$ cat config.mk
export PLATFORM = sky130hd
export DESIGN_NAME = alu_multicycle
export DESIGN_NICKNAME = d
export VERILOG_FILES = /design/src/rtl/alu_multicycle.sv
export SDC_FILE = /design/constraint.sdc
export NUM_CORES = 1
export LEC_CHECK = 0
export BUFFER_PORTS_ARGS = -buffer_cell sky130_fd_sc_hd__buf_2
export CAP_MARGIN = 20
export CELL_PAD_IN_SITES_DETAIL_PLACEMENT = 1
export CELL_PAD_IN_SITES_GLOBAL_PLACEMENT = 1
export CORE_AREA = 2 2 182 148
export CTS_BUF_LIST = sky130_fd_sc_hd__clkbuf_4 sky130_fd_sc_hd__clkbuf_8 sky130_fd_sc_hd__clkbuf_16
export DETAILED_ROUTE_END_ITERATION = 6
export DIE_AREA = 0 0 184 150
export GPL_TIMING_DRIVEN = 0
export MAX_ROUTING_LAYER = met4
export PLACE_DENSITY_LB_ADDON = 0.1
export SYNTH_ARGS = -nofsm -noshare
export SYNTH_HDL_FRONTEND = slang
export SYNTH_SLANG_ARGS = --single-unit
$ cat constraint.sdc
create_clock -name clock -period 3.2 [get_ports clock]
set_input_delay 0.8 -clock clock [delete_from_list [all_inputs] [get_ports clock]]
set_output_delay 0.8 -clock clock [all_outputs]
set_load 0.005 [all_outputs]
$ cat src/rtl/alu_multicycle.sv
// Multi-cycle ALU: single-cycle arithmetic/logic/compare ops plus an
// iterative 1-bit-per-cycle shifter with a start/ready/done handshake.
module alu_multicycle #(
    parameter int WIDTH   = 32,
    parameter int SHAMT_W = 5
) (
    input  logic               clock,
    input  logic               reset_n,
    input  logic               start,
    input  logic [3:0]         ALU_control,
    input  logic [WIDTH-1:0]   A,
    input  logic [WIDTH-1:0]   B,
    output logic               ready,
    output logic               done,
    output logic [WIDTH-1:0]   result,
    output logic               zero
);

    localparam logic [3:0] OP_ADD  = 4'b0000;
    localparam logic [3:0] OP_SUB  = 4'b0001;
    localparam logic [3:0] OP_AND  = 4'b0010;
    localparam logic [3:0] OP_OR   = 4'b0011;
    localparam logic [3:0] OP_XOR  = 4'b0100;
    localparam logic [3:0] OP_SLT  = 4'b0101;
    localparam logic [3:0] OP_SLTU = 4'b0110;
    localparam logic [3:0] OP_SRA  = 4'b0111;
    localparam logic [3:0] OP_SLL  = 4'b1000;
    localparam logic [3:0] OP_SRL  = 4'b1001;

    typedef enum logic {IDLE, SHIFT} state_t;

    state_t               state_reg, state_next;
    logic [WIDTH-1:0]     acc_reg, acc_next;
    logic [SHAMT_W-1:0]   cnt_reg, cnt_next;
    logic [3:0]           op_reg, op_next;
    logic [WIDTH-1:0]     result_reg, result_next;
    logic                 zero_reg, zero_next;
    logic                 done_reg, done_next;

    logic [SHAMT_W-1:0]   shamt;
    logic                 is_shift;
    logic [WIDTH-1:0]     alu_value;
    logic [WIDTH-1:0]     acc_shifted;

    assign shamt    = B[SHAMT_W-1:0];
    assign is_shift = (ALU_control == OP_SRA) || (ALU_control == OP_SLL) ||
                      (ALU_control == OP_SRL);

    // Single-cycle datapath; a shift reaching here has shamt 0 and passes A through.
    always_comb begin
        alu_value = '0;
        case (ALU_control)
            OP_ADD:  alu_value = A + B;
            OP_SUB:  alu_value = A - B;
            OP_AND:  alu_value = A & B;
            OP_OR:   alu_value = A | B;
            OP_XOR:  alu_value = A ^ B;
            OP_SLT:  alu_value = {{(WIDTH-1){1'b0}}, ($signed(A) < $signed(B))};
            OP_SLTU: alu_value = {{(WIDTH-1){1'b0}}, (A < B)};
            OP_SRA,
            OP_SLL,
            OP_SRL:  alu_value = A;
            default: alu_value = '0;
        endcase
    end

    // One-bit shift step of the accumulator using the latched opcode.
    always_comb begin
        acc_shifted = acc_reg;
        case (op_reg)
            OP_SLL:  acc_shifted = {acc_reg[WIDTH-2:0], 1'b0};
            OP_SRL:  acc_shifted = {1'b0, acc_reg[WIDTH-1:1]};
            default: acc_shifted = {acc_reg[WIDTH-1], acc_reg[WIDTH-1:1]};
        endcase
    end

    // Next-state and registered-output logic for the IDLE/SHIFT controller.
    always_comb begin
        state_next  = state_reg;
        acc_next    = acc_reg;
        cnt_next    = cnt_reg;
        op_next     = op_reg;
        result_next = result_reg;
        zero_next   = zero_reg;
        done_next   = 1'b0;
        case (state_reg)
            IDLE: begin
                if (start) begin
                    if (is_shift && (shamt != '0)) begin
                        acc_next   = A;
                        cnt_next   = shamt;
                        op_next    = ALU_control;
                        state_next = SHIFT;
                    end else begin
                        result_next = alu_value;
                        zero_next   = (alu_value == '0);
                        done_next   = 1'b1;
                    end
                end
            end
            SHIFT: begin
                acc_next = acc_shifted;
                cnt_next = cnt_reg - 1'b1;
                if (cnt_reg == SHAMT_W'(1)) begin
                    result_next = acc_shifted;
                    zero_next   = (acc_shifted == '0);
                    done_next   = 1'b1;
                    state_next  = IDLE;
                end
            end
            default: state_next = IDLE;
        endcase
    end

    // State and output registers with asynchronous active-low reset.
    always_ff @(posedge clock or negedge reset_n) begin
        if (!reset_n) begin
            state_reg  <= IDLE;
            acc_reg    <= '0;
            cnt_reg    <= '0;
            op_reg     <= '0;
            result_reg <= '0;
            zero_reg   <= 1'b1;
            done_reg   <= 1'b0;
        end else begin
            state_reg  <= state_next;
            acc_reg    <= acc_next;
            cnt_reg    <= cnt_next;
            op_reg     <= op_next;
            result_reg <= result_next;
            zero_reg   <= zero_next;
            done_reg   <= done_next;
        end
    end

    assign ready  = (state_reg == IDLE);
    assign done   = done_reg;
    assign result = result_reg;
    assign zero   = zero_reg;

endmodule
# Yosys cells after proc, flatten, opt, wreduce, memory -nomap -nowiden
# Index checks and enable logic that the tools add are counted.
[op_classes]
n_mux = 24
n_div = 0
eq_ne = 16
addsub = 3
n_bitwise = 4
multipliers = 0
order_cmp = 2
reduce_logical = 11
shift = 0
[op_table]
columns = ["cell", "count"]
rows = [
  ["case mux 32 bit (8 select lines)", 1],
  ["case mux 32 bit (2 select lines)", 3],
  ["2-to-1 mux 32 bit", 5],
  ["logical NOT 32 bit", 2],
  ["less-than comparator 32 bit", 2],
  ["adder 32 bit", 1],
  ["bitwise AND 32 bit", 1],
  ["OR 32 bit", 1],
  ["subtractor 32 bit", 1],
  ["bitwise XOR 32 bit", 1],
  ["equality test 4 x 3 -> 1 bit, second input constant", 4],
  ["equality test 4 bit, second input constant", 4],
  ["2-to-1 mux 5 bit", 2],
  ["case mux 5 bit (2 select lines)", 1],
  ["2-to-1 mux 1 bit", 9],
  ["equality test 4 x 2 -> 1 bit, second input constant", 2],
  ["case mux 1 bit (2 select lines)", 3],
  ["AND reduction 3 bit", 2],
  ["equality test 5 x 1 -> 1 bit, second input constant", 1],
  ["nonzero test 5 bit", 1],
  ["subtractor 5 x 1 -> 5 bit, second input constant", 1],
  ["equality test 4 x 1 -> 1 bit, second input constant", 1],
  ["logical NOT 4 bit", 1],
  ["inequality test 2 x 1 -> 1 bit, second input constant", 2],
  ["6 further kinds", 8],
]
[word_totals]
mem_count = 0
latchBits = 0
rom_bits = 0
reg_bits = 76
output_inout_bits = 35
ram_bits = 0

# Logic depth before layout (Yosys ltp)
[logic_depth]
word_depth = 7
depth_mapped = 14

# Least setup slack after synthesis
# Ideal clock, no wire load.
[synth_path]
kind = "input to register"
startpoint = "in A[0]"
endpoint = "reg zero_reg (netlist: zero)"
path_slack_ns = -1.117
stages = 14
required_time_ns = 3.114
arrival_ns = 4.231
cell_sequence = "inv_1 -> ha_1 -> fa_1 -> o21ba_1 -> or4_4 -> a211o_1 -> a21bo_1 -> a221o_1 -> nor4_1 -> nand4_1 -> nor4_1 -> nand4_1 -> or4_1 -> o31ai_2"
[synth_between]
elab_chain_len = 6
[synth_lines]
columns = ["element", "line", "text"]
rows = [
  ["from (decl)", "11", "input logic [WIDTH-1:0] A,"],
  ["subtractor 32 bit, or another cell as far along", "54", "OP_SUB: alu_value = A - B;"],
  ["case mux 32 bit (8 select lines) *", "52", "case (ALU_control)"],
  ["logical NOT 32 bit *", "96", "zero_next = (alu_value == '0);"],
  ["2-to-1 mux 1 bit *", "89", "if (is_shift && (shamt != '0)) begin"],
  ["2-to-1 mux 1 bit *", "88", "if (start) begin"],
  ["case mux 1 bit (2 select lines) *", "86", "case (state_reg)"],
  ["to (signal assigned)", "131", "zero_reg <= zero_next;"],
  ["to (decl)", "37", "logic zero_reg, zero_next;"],
]
# Mark *: on every way between the ends. The rest lies on a longest branch, timed or not. The select of a mux whose other input is x is not followed.
# A chain may end at the register's enable or synchronous reset.

# Worst setup path after layout
# Ends and elaborated chain as after synthesis.

==> reports/results.tsv <==
metric	value	unit
run_status	finished, violations left	
violations	setup timing	
synth_compound_area_frac	0.338	
grt_overflow	0	
nets	1800	
antenna_left	0	
routed.top_layer	met4	
met2_length	22600	um
cts.sinks	76	
fin_crit	4.54	ns
yosysTopAreaCell	dfrtp_1	
crit_path_start_kind	input port	
synthArstFlopShare	1.00	
dp.cells	1873	
dp_hpwl	40800	um
place_congestion	1.00	
irDropWorstVdd	0.360	mV
yosysSeqAreaShare	0.187	
yosys.area.top_type_share	0.184	
drt_first_pass_iters	7	
end_kind	flop	
viasPerCell	6.48	
dieArea	0.0276	mm2
fmax	220	MHz
synthCells	1438	
critPathKind	in -> reg	
layout-drive-gt1-share	0.277	
drv_cap	0	
grt_start_max_net_pins	64	
clock_tree.buffer_depth	2	
dr_wl_met3	4450	um
die_y	150	um
dr.first_iter.drc_count	1567	
wl_per_cell	27.1	um
fin_skew	0.00726	ns
hold_buffers	0	
synth_area	0.0102	mm2
area_growth	32.2	%
p_leak	5.79	nW
ys_ff_latch	76	
tightest_slew	0.998	ns
power_density	530	mW/mm2
io_buffers	102	
final_cell_mix	nand2_1 (145), nor2_1 (145), a21oi_1 (132), ha_1 (99), buf_2 (98)	
synth-edff-count	0	
hp-class	in -> async	
clockPowerShare	0.145	
power_switching	3.49	mW
synthFlopType	dfrtp_1	
drv_slew	0	
syn_avg_cell_area	7.09	um2
routed_wl	52800	um
h-tree-depth	3	
setup_violations	18	
die_x	184	um
clk_latency	0.34	ns
p_int	3.66	mW
synth.area.mux_share	0.0164	
antenna_found_initial	0	
cts_tree	done	
wl_met1	23900	um
synthXorXnorAreaFrac	0.00601	
grt_setup_unrepaired	yes	
synth_fp_nets	1626	
p_sw_frac	0.488	
ys_warn_count	0	
pre_cts_slack	-2.77	ns
synth_cell_types	89	
synthSimpleGateAreaFrac	0.230	
fp.coreArea	0.0259	mm2
cp_data_arrival_time	4.79	ns
fin_util	0.521	
initial_core_util	0.394	
fillers	3215	
grt_pass1_vias	12300	
relSlewSlack	0.328	
grtUsageTotal	0.384	
synth_top_family_by_area	compound AO/OA/AOI/OAI gates	
grt_pass1_wl	77000	um
numCtsBuffers	9	
crit_fanout	4	
power.total	7.15	mW
finalHoldViolations	0	
cts_root_buffer	clkbuf_16	
p_seq_frac	0.269	
synthAdderAreaFrac	0.145	
ys_top_cells_by_area	dfrtp_1 (18%), ha_1 (14%), a21oi_1 (7.9%)	
vias	12600	
fin_crit_sh	1.42	
timing.final.ws_setup	-1.34	ns
required	3.45	ns
clkTransAtPathRegs	0.06	ns
pin_count	106	
final_cells	1946	
num_rows	53	
num_antenna_cells	0	
drc	0	
combPwrFrac	0.586	
==> through the flow <==
stage / area, um2 / TNS (ns) / hold slack [ns]
floorplan: 10300 / -1.41 / 0.470
global placement: 11300 / -48.36 / 0.484
detailed placement: 11300 / -49.63 / 0.512
CTS: 12800 / -6.88 / 0.314
global route: 13500 / -8.96 / 0.317
finish: 13500 / -7.62 / 0.317
==> critical path, stage by stage <==
cell      delay, ns
buf_12         0.09
inv_6          0.04
ha_4           0.15
fa_2           0.42
o21ba_4        0.21
or4_4          0.47
a21oi_4        0.26
buf_6          0.13
o211ai_1       0.16
and3_1         0.29
o32ai_4        0.33
nand4_1        0.24
nor4_4         0.32
nand4_1        0.16
or4_4          0.49
o31ai_4        0.20
==> metal layers <==
metal  track usage  vias up
met2         0.566      610
met4         0.110        0
met3        0.0548       83
li1              -     5574
met1         0.544     6344
met5             -        -
==> synth_stat cells, drive strengths merged, types with 7 or more instances <==
cell type / n
clkbuf: 72
nand2b: 10
a21oi: 162
buf: 25
a31o: 8
o31ai: 22
or4: 7
a221o: 8
o21a: 11
nand2: 155
nand4: 17
nor4: 23
and3: 8
a222oi: 8
a21boi: 33
o21ai: 85
a211oi: 35
nor3: 25
dfrtp: 75
mux2i: 10
nor2: 151
ha: 115
a31oi: 9
o21bai: 11
nor2b: 17
inv: 108
a21o: 15
o211ai: 16
a221oi: 8
nand3: 52
==> what timing repair did <==
action                                  in CTS  in global routing
pin swaps                                   54                 71
endpoints found under the setup margin      45                 33
setup buffers                               44                 22
gates resized for setup                    234                142
==> logic make-up (layout without fill, tap and decap cells) <==
group / count (synthesis) / in the layout
simple gates: 501 / 501
flops: 76 / 76
mux: 15 / 15
xor+xnor: 7 / 7
compound gates: 516 / 516
buf+inv: 206 / 384
fa+ha+maj: 117 / 117
==> worst paths after layout <==
check / from / slack, ns / end / depth (start not counted)
worst min-delay path: reset_n / 0.32 / cnt_reg[4] / 1
max in group asynchronous: reset_n / 2.26 / zero / 2
min in group clock: result[30] / 0.52 / result[30] / 2
worst max register to register: cnt_reg[0] / -0.72 / zero / 11
worst max-delay path: A[0] / -1.34 / zero / 16
worst min register to register: result[30] / 0.52 / result[30] / 2
==> area by class of cell <==
type                    count  area, um2  area share
multi-input cells        1156       8760       0.650
repair buffers            167       1160      0.0859
clock buffers              10        239      0.0177
clock inverters             5       52.6     0.00390
plain buffers              93        524      0.0389
inverters                 109        428      0.0317
flip-flops and latches     76       1900       0.141
well taps                 330        413      0.0306
==> power groups by stage <==
stage / registers, mW / logic (mW) / clock network (mW)
after CTS: 1.89 / 3.86 / 1.04
final: 1.93 / 4.19 / 1.03
after detailed placement: 1.90 / 3.50 / 0
after global placement: 1.88 / 3.40 / 0
after global routing: 1.97 / 4.52 / 1.07
after floorplan: 1.76 / 2.18 / 0
Note: power is estimated with default switching activity, not from simulation.
